## src/rtl/if_id_buffer.sv

```systemverilog
// Purpose : elastic {pc, inst} buffer between fetch and decode; flush discards wrong-path words.
// Latency : a word pushed at edge N is presented to decode in cycle N+1; one word/cycle sustained.
// Backpr. : registered stall when full; a push in a full cycle is rejected even if decode pops.
//
// Ports:
//   clk, rst (async, active-low)     flush (taken jump, discards all in-flight entries)
//   in_valid/in_pc/in_inst (fetch)   stall (to fetch, buffer full)
//   out_valid/out_pc/out_inst/out_ready (decode handshake; data zeroed when not valid)
//   count (occupancy), drop_cnt (saturating count of entries discarded by flush)
module if_id_buffer #(
   parameter int DATA_W = 32,
   parameter int DEPTH  = 2,
   parameter int DROP_W = 8,
   localparam int PTR_W = $clog2(DEPTH),
   localparam int CNT_W = PTR_W + 1
) (
   input  logic              clk,
   input  logic              rst,
   input  logic              flush,
   input  logic              in_valid,
   input  logic [DATA_W-1:0] in_pc,
   input  logic [DATA_W-1:0] in_inst,
   output logic              stall,
   output logic              out_valid,
   output logic [DATA_W-1:0] out_pc,
   output logic [DATA_W-1:0] out_inst,
   input  logic              out_ready,
   output logic [CNT_W-1:0]  count,
   output logic [DROP_W-1:0] drop_cnt
);

   typedef struct packed {
      logic [DATA_W-1:0] pc;
      logic [DATA_W-1:0] inst;
   } entry_t;

   localparam logic [CNT_W-1:0] FULL_CNT = CNT_W'(DEPTH);

   entry_t             mem [DEPTH];
   logic [PTR_W-1:0]   wp;
   logic [PTR_W-1:0]   rp;
   logic               stall_q;
   logic               full;
   logic               empty;
   logic               push;
   logic               pop;
   logic [CNT_W-1:0]   count_nxt;
   logic [DROP_W:0]    drop_sum;
   logic [DROP_W-1:0]  drop_sat;

   assign full  = (count == FULL_CNT);
   assign empty = (count == '0);

   // Push decision uses the occupancy before the edge, so a pop in the same
   // cycle never frees room for a push; this keeps out_ready off the stall path.
   assign push = in_valid & ~full & ~flush;
   assign pop  = out_valid & out_ready & ~flush;

   assign count_nxt = count + CNT_W'(push) - CNT_W'(pop);

   // One extra bit catches the carry so the drop counter can clamp at all-ones.
   assign drop_sum = {1'b0, drop_cnt} + (DROP_W + 1)'(count);
   assign drop_sat = drop_sum[DROP_W] ? '1 : drop_sum[DROP_W-1:0];

   always_ff @(posedge clk or negedge rst) begin
      if (!rst) begin
         wp       <= '0;
         rp       <= '0;
         count    <= '0;
         stall_q  <= 1'b0;
         drop_cnt <= '0;
      end else if (flush) begin
         wp       <= '0;
         rp       <= '0;
         count    <= '0;
         stall_q  <= 1'b0;
         drop_cnt <= drop_sat;
      end else begin
         if (push) wp <= wp + PTR_W'(1);
         if (pop)  rp <= rp + PTR_W'(1);
         count   <= count_nxt;
         stall_q <= (count_nxt == FULL_CNT);
      end
   end

   // Storage carries no reset; occupancy alone decides what is valid.
   always_ff @(posedge clk) begin
      if (push) mem[wp] <= '{pc: in_pc, inst: in_inst};
   end

   assign stall     = stall_q;
   assign out_valid = ~empty;
   assign out_pc    = out_valid ? mem[rp].pc   : '0;
   assign out_inst  = out_valid ? mem[rp].inst : '0;

endmodule

```

## config.mk

```make
export PLATFORM = sky130hd
export DESIGN_NAME = if_id_buffer
export DESIGN_NICKNAME = d
export VERILOG_FILES = /design/src/rtl/if_id_buffer.sv
export SDC_FILE = /design/constraint.sdc
export NUM_CORES = 1
export LEC_CHECK = 0
export ABC_AREA = 1
export BUFFER_PORTS_ARGS = -buffer_cell sky130_fd_sc_hd__buf_2
export CAP_MARGIN = 0
export CORE_ASPECT_RATIO = 0.5
export CORE_MARGIN = 3
export CORE_UTILIZATION = 52
export DETAILED_ROUTE_END_ITERATION = 10
export HOLD_SLACK_MARGIN = 0.1
export PLACE_DENSITY = 0.82
export SKIP_LAST_GASP = 1
export SLEW_MARGIN = 20
export SYNTH_ARGS = -nofsm -noshare
export SYNTH_HDL_FRONTEND = slang
export SYNTH_SLANG_ARGS = --single-unit
export TNS_END_PERCENT = 5
```

## constraint.sdc

```tcl
create_clock -name clk -period 5.4 [get_ports clk]
set_input_delay 0.54 -clock clk [delete_from_list [all_inputs] [get_ports clk]]
set_output_delay 0.54 -clock clk [all_outputs]
set_load 0.01 [all_outputs]
```

# == Word-level counts from Yosys, hierarchy flattened ==
# Memories as Yosys holds them, arrays and structs flattened.
# Cells that the tools add are included.
# totals
out_inout_bits,76
n_memories,1
ram_bits,128
register_bits,13
inputBits,69
mem_bits_ro,0
latch_bits,0
# op_classes
n_addsub,5
shift,0
n_reduce_logical,3
multipliers,0
n_div,0
bitwise,7
n_eq_ne,2
muxes,11
order_cmp,0
# mem_list
name,depth,word_bits,rd,rd_ports_with_merged_regs,wr,line_no,text
mem,2,64,1,0,1,39,entry_t mem [DEPTH];
# ops
cell,count
two-way mux 32 bit,2
adder 8 x 2 -> 9 bit,1
two-way mux 8 bit,1
two-way mux 1 bit,7
bitwise AND 1 bit,4
== test 2 bit (second input constant),2
nonzero test 2 bit,2
NOT 1 bit,3
adder 1 bit (second input constant),2
adder 2 x 1 -> 2 bit,1
logical NOT 2 bit,1
two-way mux 2 bit,1
subtractor 2 x 1 -> 2 bit,1

# == Logic depth before layout (Yosys ltp) ==
# Gate-level depths: netlist (run 1).
# logic_depth
word_depth,8
ltp_mapped,11

# == Worst setup path after synthesis (run 1) ==
# No wires, ideal clock.
# synth_timing
kind,input-to-reg
start,in flush
end,"mem mem[0][0] in the netlist's numbering, enable pin"
required_time_ps,4914
setup_slack_ps,1337
path_stages,4
t_arrival_ps,3577
cell_sequence,buf_6 inv_2 o211ai_2 nor2_1
# synth_between
elab_chain_len,4
# synth_rtl
element,line_no,text
"start, declared",19,"input logic flush,"
NOT 1 bit,56,assign push = in_valid & ~full & ~flush;
bitwise AND 1 bit,56,
two-way mux 1 bit,88,"if (push) mem[wp] <= '{pc: in_pc, inst: in_inst};"
two-way mux 1 bit (implied by the code),88,
"end, declared",39,
# Every way passes these cells.

# == Final worst setup path (run 1) ==
# layout_timing
start,reg count[0]
end,out out_pc[26]
# layout_between
elab_chain_len,2
# layout_rtl
element,line_no,text
"start, declared",28,"output logic [CNT_W-1:0] count,"
"start signal, assigned",81,count <= count_nxt;
logical NOT 2 bit,52,assign empty = (count == '0);
two-way mux 32 bit,93,assign out_pc = out_valid ? mem[rp].pc : '0;
"end, declared",25,"output logic [DATA_W-1:0] out_pc,"
# Every way passes these cells.

==> metrics, run 1 <==
run status complete, no violations; DRC Markers 0; clock tree from TritonCTS built; Fillers 683; final routed wirelength across all metal layers 11.2 mm; Clock Tree Buf Depth 2; highest-count cells in the layout ignoring fill and taps sky130_fd_sc_hd__nand2_1 (155), sky130_fd_sc_hd__buf_2 (144), sky130_fd_sc_hd__edfxtp_1 (128); leakage power figure 2.91 nW; CTS buffer count 17; number of flip-flops and latches in the synthesized netlist roughly 140; number of pins with negative max-slew slack in the final report 0; depth of the worst register-to-register path 4; FF+latch area ~4200 um^2; placed standard-cell area 6330 um^2; number of diodes added for antenna fixing 0; IO Pins 145; first-pass GRT wire length approximately 18 mm; average instance area after synthesis between 10 and 15 um^2; worst rel slew slack 36.8%; parity-gate share of the synthesized area counting xor and xnor cells 0%; dominant combinational cell family by area after synthesis simple AND/OR/NAND/NOR gates; transition time at the pin with the least slew margin 945 ps; critical path type flip-flop to output port; Sw Share 27.1%; mux cell area share after synthesis 0%; setup TNS after final layout 0 ps; Design Area, Final 6880 um^2; final core occ 69.4%; path category of the worst min-delay check input port to flip-flop; final cycle utilization of the critical path 52.1%; count of max-cap constraint violations 0; type of destination of the critical path output port; worst IR drop on VDD ~0.3 mV; TritonCTS sink count 141; unrepaired setup endpoints after global routing false; launching element type of the critical path flip-flop; share of total power in combinational logic 17.0%; Cell Int Power about 2.1 mW; number of instances resized during post-cts repair 0; PD cells about 410 nW/um^2; Core Region 9920 um^2; worst flop-to-flop path startpoint count[1]; Clock Power Share 36.5%; worst reg-to-reg setup slack 2890 ps; Critical path origin count[0]; end point of the critical path out_pc[26]; detailed-router iteration count before antenna repair 5; drt initial violations roughly 220; adder and majority cell fraction of the synthesized area 1.26%; via density per instance 4.94; final estimated routing congestion in global placement 0.798; commonest non-fill, non-tap cell in the layout sky130_fd_sc_hd__nand2_1; H-Tree Level Count 4; insertion delay of the later-clocked pin in the worst-skew pair around 410 ps; I/O Buffers 144; Die Area around 12000 um^2; horizontal die dimension between 150 and 200 um; part of the power in registers 46.5%; critical path fanouts, max 36; post-detailed-route count of antenna-violating nets 0; root buffer cell sky130_fd_sc_hd__clkbuf_16; part of the Yosys area used for sequential elements 75.0%; antenna violations before repair 0; layout cell share with drive strength beyond 1 30.4%; via total after detailed routing around 3600; Post-Syn Nets 516; Cell variety after synth 19; signed area change from the synthesized netlist to the final layout 23.7%; total area of multi-input combinational cells 1170 um^2; worst path arrival time between 2000 and 2500 ps; effective utilization at floorplan 56.1%; maximum frequency from static timing analysis 355 MHz; post-detailed-route wirelength per cell 15.2 um; Cell Area, Synth 5560 um^2; Hold Fails Final Rpt 0; Synth warnings 0; shortest clock period the worst path allows after layout about 2800 ps; CP required 4860 ps; post-synthesis simple-gate area fraction approximately an eighth; via count of the first global-routing pass 3801; vertical extent of the die 79.1 um; total net switching power 0.763 mW; Placement Rows 25; Final #Nets 662; share of the synthesized area in compound gates (AO/OA/AOI/OAI) 6.57%; clock edge transition at the registers on the reported setup and hold paths 60 ps; HPWL after DPL 7.12 mm; overall fraction of global-route tracks in use between 10% and 20%; number of setup violations in the final report 0; end of the worst register-to-register path mem[1][35]; synthesized instance count ~440; largest net degree at the start of global routing 66; Fin Clk Skew between 10 and 15 ps; Congestion Overflow GR 0
[logic make-up (layout without fill, tap and decap cells)]
family,after synthesis,in the layout
adders and majority gates,5,5
AOI/OAI and AO/OA,71,71
buffers and inverters,41,200
and+or+nand+nor,184,184
DFF,141,141
[how the worst min path moves through the flow]
stage               startpoint          end  slack, ps  depth (start not counted)
floorplan                  rst     count[0]        240                          0
global placement           rst  drop_cnt[6]        450                          1
detailed placement         rst  drop_cnt[6]        460                          1
CTS                  in_pc[30]   mem[0][62]        310                          1
global route         in_pc[25]   mem[1][57]        310                          1
finish               in_pc[21]   mem[1][53]        320                          1
[synth_stat cells]
master,n,area [um^2]
sky130_fd_sc_hd__buf_4,7,52.6
sky130_fd_sc_hd__dfrtp_1,13,325
sky130_fd_sc_hd__nor2_1,12,45.0
sky130_fd_sc_hd__o21ai_0,4,20.0
sky130_fd_sc_hd__nand3b_1,1,7.51
sky130_fd_sc_hd__edfxtp_1,128,3840
sky130_fd_sc_hd__ha_1,4,50.1
sky130_fd_sc_hd__inv_2,2,7.51
sky130_fd_sc_hd__o21bai_1,1,7.51
sky130_fd_sc_hd__o211ai_2,1,12.5
sky130_fd_sc_hd__buf_6,7,78.8
sky130_fd_sc_hd__nand3_1,15,75.1
sky130_fd_sc_hd__inv_1,17,63.8
sky130_fd_sc_hd__buf_2,7,35.0
sky130_fd_sc_hd__a21oi_1,65,325
sky130_fd_sc_hd__or2_2,1,6.26
sky130_fd_sc_hd__fa_1,1,20.0
sky130_fd_sc_hd__clkbuf_1,1,3.75
sky130_fd_sc_hd__nand2_1,155,582
[routing by layer]
| layer | share of wire [%] | vias up | GRT usage [%] | routed length [um] |
|---|---|---|---|---|
| met4 | 2.1 | 0 | 9.06 | 239 |
| met3 | 4.4 | 19 | 4.63 | 495 |
| li1 | - | 1815 | - | - |
| met5 | 0 | - | 0 | 0 |
| met2 | 52 | 100 | 35.1 | 5850 |
| met1 | 41 | 1699 | 22.7 | 4600 |
[worst max-delay path, stage by stage (launching register included)]
cell and delay, ps:
sky130_fd_sc_hd__dfrtp_1 470, sky130_fd_sc_hd__nor2_4 600, sky130_fd_sc_hd__buf_4 490, sky130_fd_sc_hd__a21oi_1 120
sky130_fd_sc_hd__buf_2 160
[metrics by stage]
stage	power, mW	worst slack (ps)	std cells	hold slack [ps]
after floorplan	1.63	1340	442	244
after global placement	1.80	2730	703	445
after detailed placement	1.81	2690	703	455
after CTS	2.84	2580	736	309
after global routing	2.96	2440	736	310
final	2.82	2580	736	322
[power by group through the flow]
| stage | combinational, mW | sequential [mW] | clock [mW] |
|---|---|---|---|
| after floorplan | 0.291 | 1.34 | 0 |
| final | 0.479 | 1.31 | 1.03 |
| after detailed placement | 0.482 | 1.33 | 0 |
| after global placement | 0.475 | 1.33 | 0 |
| after CTS | 0.487 | 1.31 | 1.04 |
| after global routing | 0.539 | 1.32 | 1.10 |
[cell type report]
type | count | area share (%)
clock buffer | 17 | 6.19
clock inverter | 15 | 1.55
multi-input combinational | 260 | 17.1
timing repair buffer | 149 | 11.1
sequential | 141 | 60.6
tap | 135 | 2.46
inverter | 19 | 1.06
[flip-flops by register name (all words and copies together) (netlist names)]
signal    cells
stall         1
count         2
rp            1
mem         128
wp            1
drop_cnt      8
[timing repair]
action                                 in CTS  in global routing
buffers inserted                            0                  0
hold buffers                                1                  0
endpoints found under the hold margin      13                  0
No activity file was read; power rests on OpenSTA's default activity.
==> run 2, diff against run 1 <==
==> constraint.sdc (replaced) <==
create_clock -name clk -period 2.8 [get_ports clk]
set_input_delay 0.28 -clock clk [delete_from_list [all_inputs] [get_ports clk]]
set_output_delay 0.28 -clock clk [all_outputs]
set_load 0.01 [all_outputs]
==> metrics, run 2 (synthesis gave the netlist of run 1 again) <==
Placement Rows 25 (unchanged); leakage power figure 3.24 nW (+11%); end of the worst register-to-register path stall; clock tree from TritonCTS built; setup TNS after final layout 0 ps (unchanged); worst flop-to-flop path startpoint count[0]; post-detailed-route count of antenna-violating nets 0 (unchanged); placed standard-cell area 6390 um^2 (+0.83%); final critical-path setup slack 415 ps (-2170 ps); post-detailed-route wirelength per cell 16.0 um (+5.2%); final estimated routing congestion in global placement 0.780 (-2.2%); path category of the worst min-delay check input port to flip-flop; signed area change from the synthesized netlist to the final layout 37.6%; Max stage delay cell, worst path sky130_fd_sc_hd__buf_4; detailed-routed wire length on met2 6.93 mm (+19%); largest reg by FF count mem; number of buffers and inverters on the critical path 2 (unchanged); H-Tree Level Count 4 (unchanged); start point of the worst hold path out_ready; delay-heaviest family, CP buffers and inverters; Congestion Overflow GR 0 (unchanged); worst slack after detailed placement 873 ps (-1820 ps); list of cells traversed by the critical path nor2_4 -> buf_4 -> a21oi_1 -> buf_2; Hold Fails Final Rpt 0 (unchanged); number of pins with negative max-slew slack in the final report 0 (unchanged); Top Registers mem (128), drop_cnt (8), count (2); CP required 2520 ps (-2340 ps); flip-flop count of the largest register, all copies and words added 128 (unchanged); launching element type of the critical path flip-flop; effective utilization at floorplan 56.1% (unchanged); HPWL after DPL 7.11 mm (-0.21%); number of instances resized during post-cts repair 0 (unchanged); highest-count cells in the layout ignoring fill and taps sky130_fd_sc_hd__nand2_1 (155), sky130_fd_sc_hd__buf_2 (144), sky130_fd_sc_hd__edfxtp_1 (128); transition time at the pin with the least slew margin 714 ps (-231 ps); TritonCTS sink count 141 (unchanged); post-CTS setup-driven buffer insertion count 0 (unchanged); count of max-cap constraint violations 0 (unchanged); Core Region 9920 um^2 (unchanged); final core occ 77.2% (+7.8 points); Fillers 626 (-8.3%); final cycle utilization of the critical path around 85%; commonest non-fill, non-tap cell in the layout sky130_fd_sc_hd__nand2_1; insertion delay of the later-clocked pin in the worst-skew pair 400 ps (about the same); vertical extent of the die 79.1 um (unchanged); met3 wirelength from detailed routing 620 um (+25%); number of diodes added for antenna fixing 0 (unchanged); clock edge transition at the registers on the reported setup and hold paths 50 ps (about the same); unrepaired setup endpoints after global routing false; I/O Buffers 144 (unchanged); worst reg-to-reg setup slack 860 ps (-2030 ps); maximum frequency from static timing analysis 419 MHz; hold path depth 3 (+2); run status complete, no violations; Fin Clk Skew 5.82 ps (-4.32 ps); depth of the worst register-to-register path 11 (+7); Die Area 12000 um^2 (unchanged); worst path arrival time 2110 ps (-170 ps); PD cells 763 nW/um^2 (+86%); worst IR drop on VDD 0.500 mV (+70%); maximum cell stage delay along the critical path 570 ps (-30 ps); horizontal die dimension 152 um (unchanged); total power draw 5.84 mW (+110%); via count of the first global-routing pass 4309 (+13%); total of hold buffers inserted after clock tree synthesis 65 (+64); largest net degree at the start of global routing 66 (unchanged); overall fraction of global-route tracks in use 21.8% (+2.2 points); WHS Endpoint rp; via total after detailed routing 4079 (+12%); antenna violations before repair 0 (unchanged); root buffer cell sky130_fd_sc_hd__clkbuf_16; highest signal layer in the routed design met4; Clock Tree Buf Depth 2 (unchanged); number of setup violations in the final report 0 (unchanged); type of destination of the critical path output port; length of routed wiring on met1 5.00 mm (+8.9%); DRC Markers 0 (unchanged); worst rel slew slack 52.4% (+16 points); CTS buffer count 17 (unchanged); first-pass GRT wire length 20.6 mm (+12%); critical path type flip-flop to output port; layout cell share with drive strength beyond 1 28.2% (-2.3 points); shortest clock period the worst path allows after layout 2390 ps; drt initial violations 308 (+43%); final routed wirelength across all metal layers 12.8 mm (+15%); Final #Nets 728 (+10%); detailed-router iteration count before antenna repair 5 (unchanged); via density per instance 5.09 (+3.0%); Design Area, Final 7650 um^2 (+11%); critical path fanouts, max 53 (+47%); IO Pins 145 (unchanged)
==> run 2: changes by cell type in the layout (fill, tap and decap cells not counted) <==
cell,delta
sky130_fd_sc_hd__bufinv_16,+2
sky130_fd_sc_hd__clkbuf_8,+3
sky130_fd_sc_hd__buf_4,-1
sky130_fd_sc_hd__dlygate4sd3_1,+64
sky130_fd_sc_hd__buf_12,+3
sky130_fd_sc_hd__clkinv_1,-5
sky130_fd_sc_hd__clkbuf_1,+2
sky130_fd_sc_hd__clkinv_2,-3
sky130_fd_sc_hd__inv_2,+1
sky130_fd_sc_hd__clkinvlp_4,-1
sky130_fd_sc_hd__clkinv_4,+1
==> run 2: layer usage <==
layer | up-vias | global-route usage, %
met2 | 133 | 40.4
met3 | 24 | 4.74
met5 | - | 0
li1 | 1955 | -
met4 | 0 | 9.24
met1 | 1967 | 24.8
==> run 2: cell type report <==
class | count | area (um^2) | area share (%)
inverter | 19 | 71.3 | 0.932
sequential | 141 | 4170 | 54.5
multi-input combinational | 260 | 1170 | 15.3
clock buffer | 22 | 474 | 6.20
tap | 135 | 169 | 2.21
clock inverter | 10 | 139 | 1.82
timing repair buffer | 215 | 1450 | 19.0
==> run 2: worst register-to-register path, stage by stage (launching register included) <==
cell and delay, ps:
sky130_fd_sc_hd__dfrtp_1 470, sky130_fd_sc_hd__nor2_4 340, sky130_fd_sc_hd__inv_1 120, sky130_fd_sc_hd__nand2_1 100, sky130_fd_sc_hd__nor2_1 40, sky130_fd_sc_hd__ha_1 290, sky130_fd_sc_hd__inv_1 70, sky130_fd_sc_hd__ha_1 160
sky130_fd_sc_hd__inv_1 40, sky130_fd_sc_hd__nand2_1 70, sky130_fd_sc_hd__nand3_1 80, sky130_fd_sc_hd__nor2_1 100
==> run 2: how the worst max path moves through the flow <==
stage / to / depth (start not counted) / start / slack [ps]
floorplan: mem[0][0] / 3 / count[1] / 9
global placement: out_inst[0] / 4 / count[1] / 900
detailed placement: out_inst[0] / 4 / count[0] / 870
CTS: out_inst[0] / 4 / count[0] / 440
global route: out_inst[0] / 4 / count[0] / 290
finish: out_inst[0] / 4 / count[0] / 410
==> run 2: through the flow <==
step / std cells / hold slack [ps]
4_1_cts: 802 / 151
6_report: 802 / 162
3_3_place_gp: 705 / 185
2_1_floorplan: 442 / -15.6
5_1_grt: 802 / 186
3_5_place_dp: 705 / 192
==> run 2: report_power, final <==
group / switching, mW / total (mW) / internal (mW)
sequential: 0.0770 / 2.53 / 2.45
clock: 0.812 / 2.28 / 1.47
combinational: 0.640 / 1.03 / 0.388
total: 1.53 / 5.84 / 4.31
==> run 3, diff against run 2 <==
--- a/config.mk
+++ b/config.mk
@@ -8,9 +8,10 @@
 export ABC_AREA = 1
 export BUFFER_PORTS_ARGS = -buffer_cell sky130_fd_sc_hd__buf_2
 export CAP_MARGIN = 0
-export CORE_ASPECT_RATIO = 0.5
+export CELL_PAD_IN_SITES_DETAIL_PLACEMENT = 0
+export CELL_PAD_IN_SITES_GLOBAL_PLACEMENT = 1
 export CORE_MARGIN = 3
-export CORE_UTILIZATION = 52
+export CORE_UTILIZATION = 41
 export DETAILED_ROUTE_END_ITERATION = 10
 export HOLD_SLACK_MARGIN = 0.1
 export PLACE_DENSITY = 0.82
==> metrics, run 3 (synthesis gave the netlist of run 1 again) <==
Top Registers mem (128), drop_cnt (8), count (2); Core Region 12900 um^2 (+30%); path category of the worst min-delay check input port to flip-flop; Hold Fails Final Rpt 0 (unchanged); horizontal die dimension 122 um (-20%); worst slack after detailed placement 780 ps (-92.7 ps); IO Pins 145 (unchanged); overall fraction of global-route tracks in use 17.3% (-4.5 points); type of destination of the critical path output port; Congestion Overflow GR 0 (unchanged); root buffer cell sky130_fd_sc_hd__clkbuf_16; run status complete, no violations; TritonCTS sink count 141 (unchanged); HPWL after DPL 7.72 mm (+8.7%); unrepaired setup endpoints after global routing false; met3 wirelength from detailed routing 903 um (+46%); maximum frequency from static timing analysis 431 MHz (+2.8%); launching element type of the critical path flip-flop; detailed-router iteration count before antenna repair 4 (-1); number of cells in the design after placement 744 (+5.5%); signed area change from the synthesized netlist to the final layout 38.0%; leakage power figure 3.24 nW (about the same); commonest non-fill, non-tap cell in the layout sky130_fd_sc_hd__nand2_1; via total after detailed routing 4028 (-1.3%); final critical-path setup slack 479 ps (+64.0 ps); number of instances resized during post-cts repair 0 (unchanged); worst IR drop on VDD 0.449 mV (-10%); final cycle utilization of the critical path 82.9% (-2.3 points); number of setup violations in the final report 0 (unchanged); FF+latch area 4170 um^2 (unchanged); length of routed wiring on met1 5.00 mm (about the same); number of diodes added for antenna fixing 0 (unchanged); worst path arrival time 2040 ps (-70 ps); critical path fanouts, max 39 (-26%); PD cells 757 nW/um^2 (-0.77%); vertical extent of the die 122 um (+55%); transition time at the pin with the least slew margin 515 ps (-199 ps); I/O Buffers 144 (unchanged); via density per instance 4.80 (-5.7%); final estimated routing congestion in global placement 0.754 (-3.3%); detailed-routed wire length on met2 6.28 mm (-9.4%); drt initial violations 221 (-28%); critical path type flip-flop to output port; Fin Clk Skew 7.79 ps (+1.97 ps); Clock Tree Buf Depth 2 (unchanged); clock edge transition at the registers on the reported setup and hold paths 60 ps (about the same); via count of the first global-routing pass 4044 (-6.1%); DRC Markers 0 (unchanged); setup TNS after final layout 0 ps (unchanged); largest reg by FF count mem; antenna violations before repair 0 (unchanged); number of pins with negative max-slew slack in the final report 0 (unchanged); layout cell share with drive strength beyond 1 27.8% (-0.34 points); count of placed standard cells in the final layout, fillers left out 840 (+4.7%); highest signal layer in the routed design met4; Final #Nets 730 (+0.27%); final routed wirelength across all metal layers 12.4 mm (-3.2%); Fillers 1058 (+69%); flip-flop count of the largest register, all copies and words added 128 (unchanged); Die Area 15000 um^2 (+24%); CTS buffer count 17 (unchanged); Placement Rows 41 (+64%); count of max-cap constraint violations 0 (unchanged); final core occ 59.4% (-18 points); first-pass GRT wire length 19.7 mm (-4.3%); post-detailed-route wirelength per cell 14.8 um (-7.6%); H-Tree Level Count 4 (unchanged); post-CTS setup-driven buffer insertion count 0 (unchanged); CP required 2520 ps (about the same); largest net degree at the start of global routing 56 (-15%); total area of multi-input combinational cells 1170 um^2 (unchanged); effective utilization at floorplan 43.0% (-13 points); clock tree from TritonCTS built; total of hold buffers inserted after clock tree synthesis 65 (unchanged); worst rel slew slack 65.7% (+13 points); post-detailed-route count of antenna-violating nets 0 (unchanged); shortest clock period the worst path allows after layout 2320 ps (-64.0 ps); insertion delay of the later-clocked pin in the worst-skew pair 410 ps (about the same); highest-count cells in the layout ignoring fill and taps sky130_fd_sc_hd__nand2_1 (155), sky130_fd_sc_hd__buf_2 (144), sky130_fd_sc_hd__edfxtp_1 (128)
-- run 3: cell count changes in the layout (fill, tap and decap cells not counted) --
| cell | previous run | this run |
|---|---|---|
| sky130_fd_sc_hd__inv_6 | 0 | 1 |
| sky130_fd_sc_hd__buf_12 | 3 | 1 |
| sky130_fd_sc_hd__clkinv_1 | 0 | 3 |
| sky130_fd_sc_hd__buf_4 | 3 | 7 |
| sky130_fd_sc_hd__bufinv_16 | 3 | 4 |
| sky130_fd_sc_hd__clkinv_2 | 2 | 1 |
| sky130_fd_sc_hd__clkbuf_8 | 3 | 0 |
| sky130_fd_sc_hd__clkinvlp_4 | 4 | 2 |
-- run 3: critical path, stage by stage, from the launching register on --
cell and delay (ps):
sky130_fd_sc_hd__dfrtp_2 680, sky130_fd_sc_hd__buf_4 480, sky130_fd_sc_hd__nand2_1 90, sky130_fd_sc_hd__a21oi_1 210, sky130_fd_sc_hd__buf_2 170
-- run 3: worst paths after layout --
| check | to | depth (start not counted) | slack (ps) | from |
|---|---|---|---|---|
| max reg2reg | stall | 12 | 770 | count[0] |
| min | count[0] | 2 | 160 | flush |
| max in group asynchronous | rp | 2 | 2230 | rst |
| max | out_pc[31] | 4 | 480 | rp |
| min in group asynchronous | drop_cnt[6] | 2 | 300 | rst |
| min reg2reg | drop_cnt[7] | 2 | 540 | drop_cnt[7] |
-- run 3: metal layers --
layer | vias to the layer above | global-route usage (%)
met4 | 0 | 7.91
met5 | - | 0
li1 | 1961 | -
met3 | 19 | 5.02
met1 | 1898 | 20.3
met2 | 150 | 29.3
-- run 3: area by class of cell --
class	instances	area share, %
Clock buffer	19	5.64
Tap cell	172	2.80
Timing Repair Buffer	217	18.8
Clock inverter	12	2.20
Multi-Input combinational cell	260	15.3
Sequential cell	141	54.3
Inverter	19	0.929
-- run 3: metrics by stage --
stage / total power, mW / cell area (um^2) / hold slack (ps)
final: 5.81 / 7680 / 159
after global routing: 6.10 / 7680 / 147
after CTS: 5.87 / 7680 / 136
after detailed placement: 3.53 / 6420 / 196
after global placement: 3.51 / 6420 / 188
after floorplan: 3.14 / 5570 / -15.6
-- run 3: power by group --
group | leakage (nW) | total (mW) | switching, mW | internal, mW
combinational | 1.61 | 0.999 | 0.614 | 0.386
clock | 0.286 | 2.27 | 0.791 | 1.48
sequential | 1.34 | 2.55 | 0.0936 | 2.45
